### config.mk
export PLATFORM = sky130hd
export DESIGN_NAME = iq_issue_select
export DESIGN_NICKNAME = d
export VERILOG_FILES = /design/src/rtl/iq_issue_select_pkg.sv /design/src/rtl/iq_age_matrix.sv /design/src/rtl/iq_issue_select.sv
export SDC_FILE = /design/constraint.sdc
export NUM_CORES = 1
export LEC_CHECK = 0
export ABC_AREA = 1
export BUFFER_PORTS_ARGS = -buffer_cell sky130_fd_sc_hd__buf_2
export CORE_ASPECT_RATIO = 0.8
export CORE_UTILIZATION = 31
export CTS_CLUSTER_SIZE = 8
export DETAILED_ROUTE_END_ITERATION = 7
export HOLD_SLACK_MARGIN = 0.08
export PLACE_DENSITY_LB_ADDON = 0.25
export SETUP_SLACK_MARGIN = 0.2
export SLEW_MARGIN = 20
export SYNTH_ARGS = -nofsm -noshare
export SYNTH_HDL_FRONTEND = slang
export SYNTH_SLANG_ARGS = --single-unit
### constraint.sdc
create_clock -name clk -period 7.6 [get_ports clk]
set_clock_uncertainty 0.05 [all_clocks]
set_input_delay 2.28 -clock clk [delete_from_list [all_inputs] [get_ports clk]]
set_output_delay 2.28 -clock clk [all_outputs]
set_load 0.02 [all_outputs]
### src/rtl/iq_issue_select_pkg.sv
// Shared types and default sizing for the issue-queue allocation/select slice.
package iq_issue_select_pkg;

  localparam int IQ_SIZE_DEFAULT = 8;
  localparam int IQ_IDX_W        = $clog2(IQ_SIZE_DEFAULT);

  typedef logic [IQ_IDX_W-1:0] iq_idx_t;

endpackage

### src/rtl/iq_age_matrix.sv
// Relative-age matrix for the issue queue; older_q[i][j]=1 means entry i is older than j.
// Instantiated only when IQ_AGE_SELECT_EN is defined.
module iq_age_matrix
  import iq_issue_select_pkg::*;
#(
  parameter int IQ_SIZE = IQ_SIZE_DEFAULT
) (
  input  logic               clk,
  input  logic               rst_n,
  input  logic               flush,
  input  logic [IQ_SIZE-1:0] occ,
  input  logic [IQ_SIZE-1:0] alloc0_oh,
  input  logic [IQ_SIZE-1:0] alloc1_oh,
  input  logic [IQ_SIZE-1:0] clr_oh,
  input  logic [IQ_SIZE-1:0] req,
  output logic [IQ_SIZE-1:0] oldest_oh
);

  logic [IQ_SIZE-1:0] older_q [IQ_SIZE];
  logic [IQ_SIZE-1:0] older_d [IQ_SIZE];

  // A new entry is younger than everything already resident; slot 0 beats slot 1.
  always_comb begin
    for (int i = 0; i < IQ_SIZE; i++) begin
      older_d[i] = older_q[i];
      if (clr_oh[i] || alloc0_oh[i] || alloc1_oh[i]) older_d[i] = '0;
      for (int j = 0; j < IQ_SIZE; j++) begin
        if (alloc0_oh[j]) older_d[i][j] = occ[i];
        if (alloc1_oh[j]) older_d[i][j] = occ[i] | alloc0_oh[i];
      end
    end
  end

  // NOTE: the matrix is a small flop array, so it takes the async reset; stale
  // bits would otherwise be X and poison the first select after power-up.
  always_ff @(posedge clk or negedge rst_n) begin
    if (!rst_n) begin
      for (int i = 0; i < IQ_SIZE; i++) older_q[i] <= '0;
    end else if (flush) begin
      for (int i = 0; i < IQ_SIZE; i++) older_q[i] <= '0;
    end else begin
      for (int i = 0; i < IQ_SIZE; i++) older_q[i] <= older_d[i];
    end
  end

  always_comb begin
    for (int i = 0; i < IQ_SIZE; i++) begin
      oldest_oh[i] = req[i];
      for (int j = 0; j < IQ_SIZE; j++) begin
        if (req[j] && older_q[j][i]) oldest_oh[i] = 1'b0;
      end
    end
  end

endmodule

### src/rtl/iq_issue_select.sv
// Issue-queue allocation and issue-select controller with a registered valid/ready issue port.
// Define IQ_AGE_SELECT_EN for oldest-first select; otherwise lowest-index candidate wins.
module iq_issue_select
  import iq_issue_select_pkg::*;
#(
  parameter int IQ_SIZE    = IQ_SIZE_DEFAULT,
  parameter int DISPATCH_W = 2
) (
  input  logic                                  clk,
  input  logic                                  rst_n,
  input  logic                                  flush,
  input  logic [DISPATCH_W-1:0]                 alloc_valid_i,
  output logic                                  alloc_ready_o,
  output logic [DISPATCH_W*$clog2(IQ_SIZE)-1:0] alloc_idx_o,
  output logic [IQ_SIZE-1:0]                    entry_sel_o,
  input  logic [IQ_SIZE-1:0]                    entry_ready_i,
  output logic                                  issue_valid_o,
  output logic [$clog2(IQ_SIZE)-1:0]            issue_idx_o,
  input  logic                                  issue_ready_i,
  output logic [IQ_SIZE-1:0]                    entry_clr_o,
  output logic [$clog2(IQ_SIZE):0]              free_cnt_o
);

  localparam int IDX_W = $clog2(IQ_SIZE);
  localparam int CNT_W = IDX_W + 1;

  logic [IQ_SIZE-1:0] occ_q, held_q, cand, win_oh, alloc0_oh, alloc1_oh;
  logic [IDX_W-1:0]   idx0, idx1, win_idx;
  logic               found0, found1, acc0, acc1, hs, load, any_cand;

  // Two lowest free entries and the free count, all from registered occupancy.
  always_comb begin
    idx0       = '0;
    idx1       = '0;
    found0     = 1'b0;
    found1     = 1'b0;
    free_cnt_o = CNT_W'(IQ_SIZE);
    for (int i = 0; i < IQ_SIZE; i++) begin
      if (occ_q[i]) begin
        free_cnt_o = free_cnt_o - CNT_W'(1);
      end else if (!found0) begin
        idx0   = IDX_W'(i);
        found0 = 1'b1;
      end else if (!found1) begin
        idx1   = IDX_W'(i);
        found1 = 1'b1;
      end
    end
  end

  assign alloc_ready_o = (free_cnt_o >= CNT_W'(2));
  assign alloc_idx_o   = {idx1, idx0};
  assign acc0          = alloc_valid_i[0] & alloc_ready_o & ~flush;
  assign acc1          = alloc_valid_i[1] & alloc_ready_o & ~flush;
  assign hs            = issue_valid_o & issue_ready_i;
  assign load          = ~issue_valid_o | hs;
  assign cand          = occ_q & entry_ready_i & ~held_q;
  assign any_cand      = |cand;
  assign entry_sel_o   = alloc0_oh | alloc1_oh;

  // NOTE: every always_comb output gets a default first so no path leaves it
  // unassigned, which is what would otherwise infer a latch.
  always_comb begin
    alloc0_oh   = '0;
    alloc1_oh   = '0;
    entry_clr_o = '0;
    if (acc0) alloc0_oh[idx0] = 1'b1;
    if (acc1) alloc1_oh[idx1] = 1'b1;
    if (hs && !flush) entry_clr_o[issue_idx_o] = 1'b1;
  end

`ifdef IQ_AGE_SELECT_EN
  iq_age_matrix #(.IQ_SIZE(IQ_SIZE)) u_age (
    .clk       (clk),
    .rst_n     (rst_n),
    .flush     (flush),
    .occ       (occ_q),
    .alloc0_oh (alloc0_oh),
    .alloc1_oh (alloc1_oh),
    .clr_oh    (entry_clr_o),
    .req       (cand),
    .oldest_oh (win_oh)
  );
`else
  always_comb begin
    win_oh = '0;
    for (int i = 0; i < IQ_SIZE; i++) begin
      if (cand[i] && win_oh == '0) win_oh[i] = 1'b1;
    end
  end
`endif

  always_comb begin
    win_idx = '0;
    for (int i = 0; i < IQ_SIZE; i++) begin
      if (win_oh[i]) win_idx = IDX_W'(i);
    end
  end

  // NOTE: state registers use non-blocking assignments so every flop samples
  // the pre-edge values regardless of statement order.
  always_ff @(posedge clk or negedge rst_n) begin
    if (!rst_n) begin
      occ_q         <= '0;
      held_q        <= '0;
      issue_valid_o <= 1'b0;
      issue_idx_o   <= '0;
    end else if (flush) begin
      occ_q         <= '0;
      held_q        <= '0;
      issue_valid_o <= 1'b0;
    end else begin
      occ_q  <= (occ_q & ~entry_clr_o) | entry_sel_o;
      held_q <= (held_q & ~entry_clr_o) | (load ? win_oh : '0);
      if (load) begin
        issue_valid_o <= any_cand;
        if (any_cand) issue_idx_o <= win_idx;
      end
    end
  end

endmodule

==> metrics.yaml <==
final_area_sq_um: 2580
cts_inserted_buffers: 3
synthXorXnorAreaFrac_pct: 1.17
place_congestion: 0.872
setup_viol: 0
path_clk_slew_ns: 0.07
overflow: 0
min_path_type: "reg2reg"
dieArea_sq_um: 7600
synth_fa_ha_area_share_pct: 4.78
htreeDepth: 1
rr_worst_depth: 23
cts.sinks: 20
reg2reg_to: "occ_q[7]$_DFF_PN0_"
grt_pass1_vias: 2212
total_power_uw: 685
yosys_most_used_dff: "dfrtp_1"
crit_path_start_kind: "flip-flop"
seq_area_frac_synth_pct: 22.2
outcome: "finished clean"
slew_headroom_pct: 64.6
setup.worst_path.class: "reg2out"
p_comb_share_pct: 68.8
coreArea_sq_um: 6960
yosys.area_share.simple_pct: 48.2
p_clk_share_pct: 9.8
io_pins: 45
rrSetupSlack_ns: 3.92
fin_setup_tns_ns: 0
p_int_uw: 308
cts_setup_buffers: 0
arrival_ns: 3.83
ys_ff_latch: 20
fin_nets: 450
crit_required_ns: 5.27
hold_violations: 0
vias_per_cell: 4.83
synth-compound-area-share_pct: 9.84
crit_top_cell: "nand3_1"
netlist_area_sq_um: 2250
critPathCapture: "entry_sel_o[7]"
wl_um: 6250
die_height_um: 78.2
place.port_buffers: 44
synthArstFlopShare_pct: 100
placed_area_sq_um: 2540
drc: 0
n_antenna_cell: 0
hold_ws_ns: 0.480
cap_violations: 0
p_per_area_nw_per_um2: 265
path_cells: "inv_2 > fa_1 > inv_1 > nand2_4 > nand3_4 > nand3_1 > nand3_1 > nand2_2 > inv_1 > ha_1 > nand2_1 > o21ai_2 > ha_1 > mux2i_1 > nor2_2 > nand3_4 > nand3_1 > nand2_1 > buf_2"
cts_resized: 0
hold_depth: 2
yosys.cell_types.count: 38
swShare_pct: 55.1
worstMarginPinSlew_ns: 0.528
cts_hold_buf: 0
initial_utilization_pct: 32.3
period_minus_slack_ns: 6.16
slowest_delay_ns: 0.56
synth.most_common_cell: "nand2_1"
synth_top_area_share_pct: 22.2
critPathMaxFanout: 17
yosysTopAreaCell: "dfrtp_1"
vias: 2479
muxShareOfSynthArea_pct: 0.445
cp-startpoint: "occ_q[2]$_DFF_PN0_"
grt_pass1_wl_um: 10600
row_count: 27
syn_to_final_growth_pct: 14.7
r2r_start: "occ_q[2]$_DFF_PN0_"
wire_per_inst_um: 12.2
power_leakage_uw: 0.00147
power_switching_uw: 377
clock_latency_ns: 0.25
max_clock_freq_mhz: 162
synth_area_per_cell_sq_um: 5.83
syn_inst: 386
die_w_um: 97.2
end_kind: "output port"
cp_slowest_cell: "dfrtp_1"
drt_iter0_drc: 186
synthTopCellsByArea: "dfrtp_1 (22%), nand2_1 (17%), nand3_1 (11%)"
pwr-share-seq_pct: 21.4
drtAntennaViolNets: 0
antenna_found_initial: 0
grt_usage_pct: 16.9
synth_edf_count: 0
drt_first_pass_iters: 5
synth_nets: 408
yosys-top-cells-count: "nand2_1 (103), inv_1 (64), nor2_1 (60), nand3_1 (48), dfrtp_1 (20)"
rsz0062_at_grt: "no"
cts_tree: "built"
drv_slew: 0
dp_hpwl_um: 5210
fin_crit_sh_pct: 81.0
clk_path_buf_depth: 2
drive_gt1_share_pct: 17.1
grt_max_degree: 21
synth_top_family_by_area: "simple AND/OR/NAND/NOR gates"
peakVddDrop_mv: 0.173
yosys_warnings: 0
cts-root-buf: "clkbuf_8"
## logic make-up (layout without fill, tap and decap cells)
logic type / count (synthesis) / count (layout)
buffers and inverters: 76 / 116
XOR/XNOR: 3 / 3
flip-flops: 20 / 20
AND/OR/NAND/NOR: 242 / 242
AO/OA/AOI/OAI: 36 / 36
multiplexers: 1 / 1
adder cells (fa/ha/maj): 8 / 8
## sequential cells by signal, indices dropped and copies added (netlist names)
name and flops:
held_q 8, issue_idx_o 3, issue_valid_o 1, occ_q 8
## power by group through the flow
stage	clock network [uW]	registers [uW]	logic [uW]
2_1_floorplan	0	153	350
5_1_grt	74.7	150	544
4_1_cts	69.2	146	470
3_5_place_dp	0	148	467
3_3_place_gp	0	148	463
6_report	67.1	147	471
## metrics by stage
step                      setup WS (ns)  instances  utilization (%)
after floorplan                    1.81        386                -
after global placement             1.77        510             36.5
after detailed placement           1.74        510             36.5
after CTS                          1.44        513             37.1
after global routing               1.08        513             37.1
final                              1.44        513             37.1
## metal layers
| metal | share of wire (%) | GRT usage [%] | up-vias |
|---|---|---|---|
| met5 | 0 | 0 | - |
| met4 | 0.24 | 1.32 | 0 |
| met3 | 5.3 | 3.03 | 2 |
| met2 | 40 | 24.8 | 62 |
| met1 | 55 | 26.5 | 1117 |
| li1 | - | - | 1298 |
## how the worst min path moves through the flow
stage | from | end | slack, ns
after floorplan | held_q[0]$_DFF_PN0_ | held_q[0]$_DFF_PN0_ | 0.43
after global routing | held_q[0]$_DFF_PN0_ | held_q[0]$_DFF_PN0_ | 0.52
after detailed placement | held_q[1]$_DFF_PN0_ | held_q[1]$_DFF_PN0_ | 0.46
after global placement | held_q[1]$_DFF_PN0_ | held_q[1]$_DFF_PN0_ | 0.46
after CTS | held_q[1]$_DFF_PN0_ | held_q[1]$_DFF_PN0_ | 0.48
final | held_q[1]$_DFF_PN0_ | held_q[1]$_DFF_PN0_ | 0.48
## worst max-delay path, delay by kind of cell (launching register included)
family	cells	cell delay, ns
simple gates	10	1.15
compound gates	1	0.08
flops	1	0.56
fa+ha+maj	3	1.13
mux	1	0.21
buf+inv	4	0.43
## area by class of cell
class	count	area [sq um]
clock buffer	3	41.3
timing repair buffer	44	220
sequential	20	500
multi-input combinational	290	1450
tap	87	109
inverter	69	259
fill	783	4380
## cell usage in the layout, fill, tap and decap left out, drive strengths merged
cell,Yosys,routed
nand2,112,112
inv,68,68
nor2,64,64
nand3,53,53
buf,4,44
dfrtp,20,20
o21ai,17,17
a21oi,9,9
ha,7,7
nor3,5,5
a31oi,3,3
nand4,3,3
a32o,3,3
clkbuf,3,3
xor2,2,2
nor4,2,2
a41oi,2,2
or2,2,2
mux2i,1,1
o21a,1,1
o22ai,1,1
clkinv,1,1
xnor2,1,1
nor3b,1,1
fa,1,1
Power figures use the tool's default switching activity.
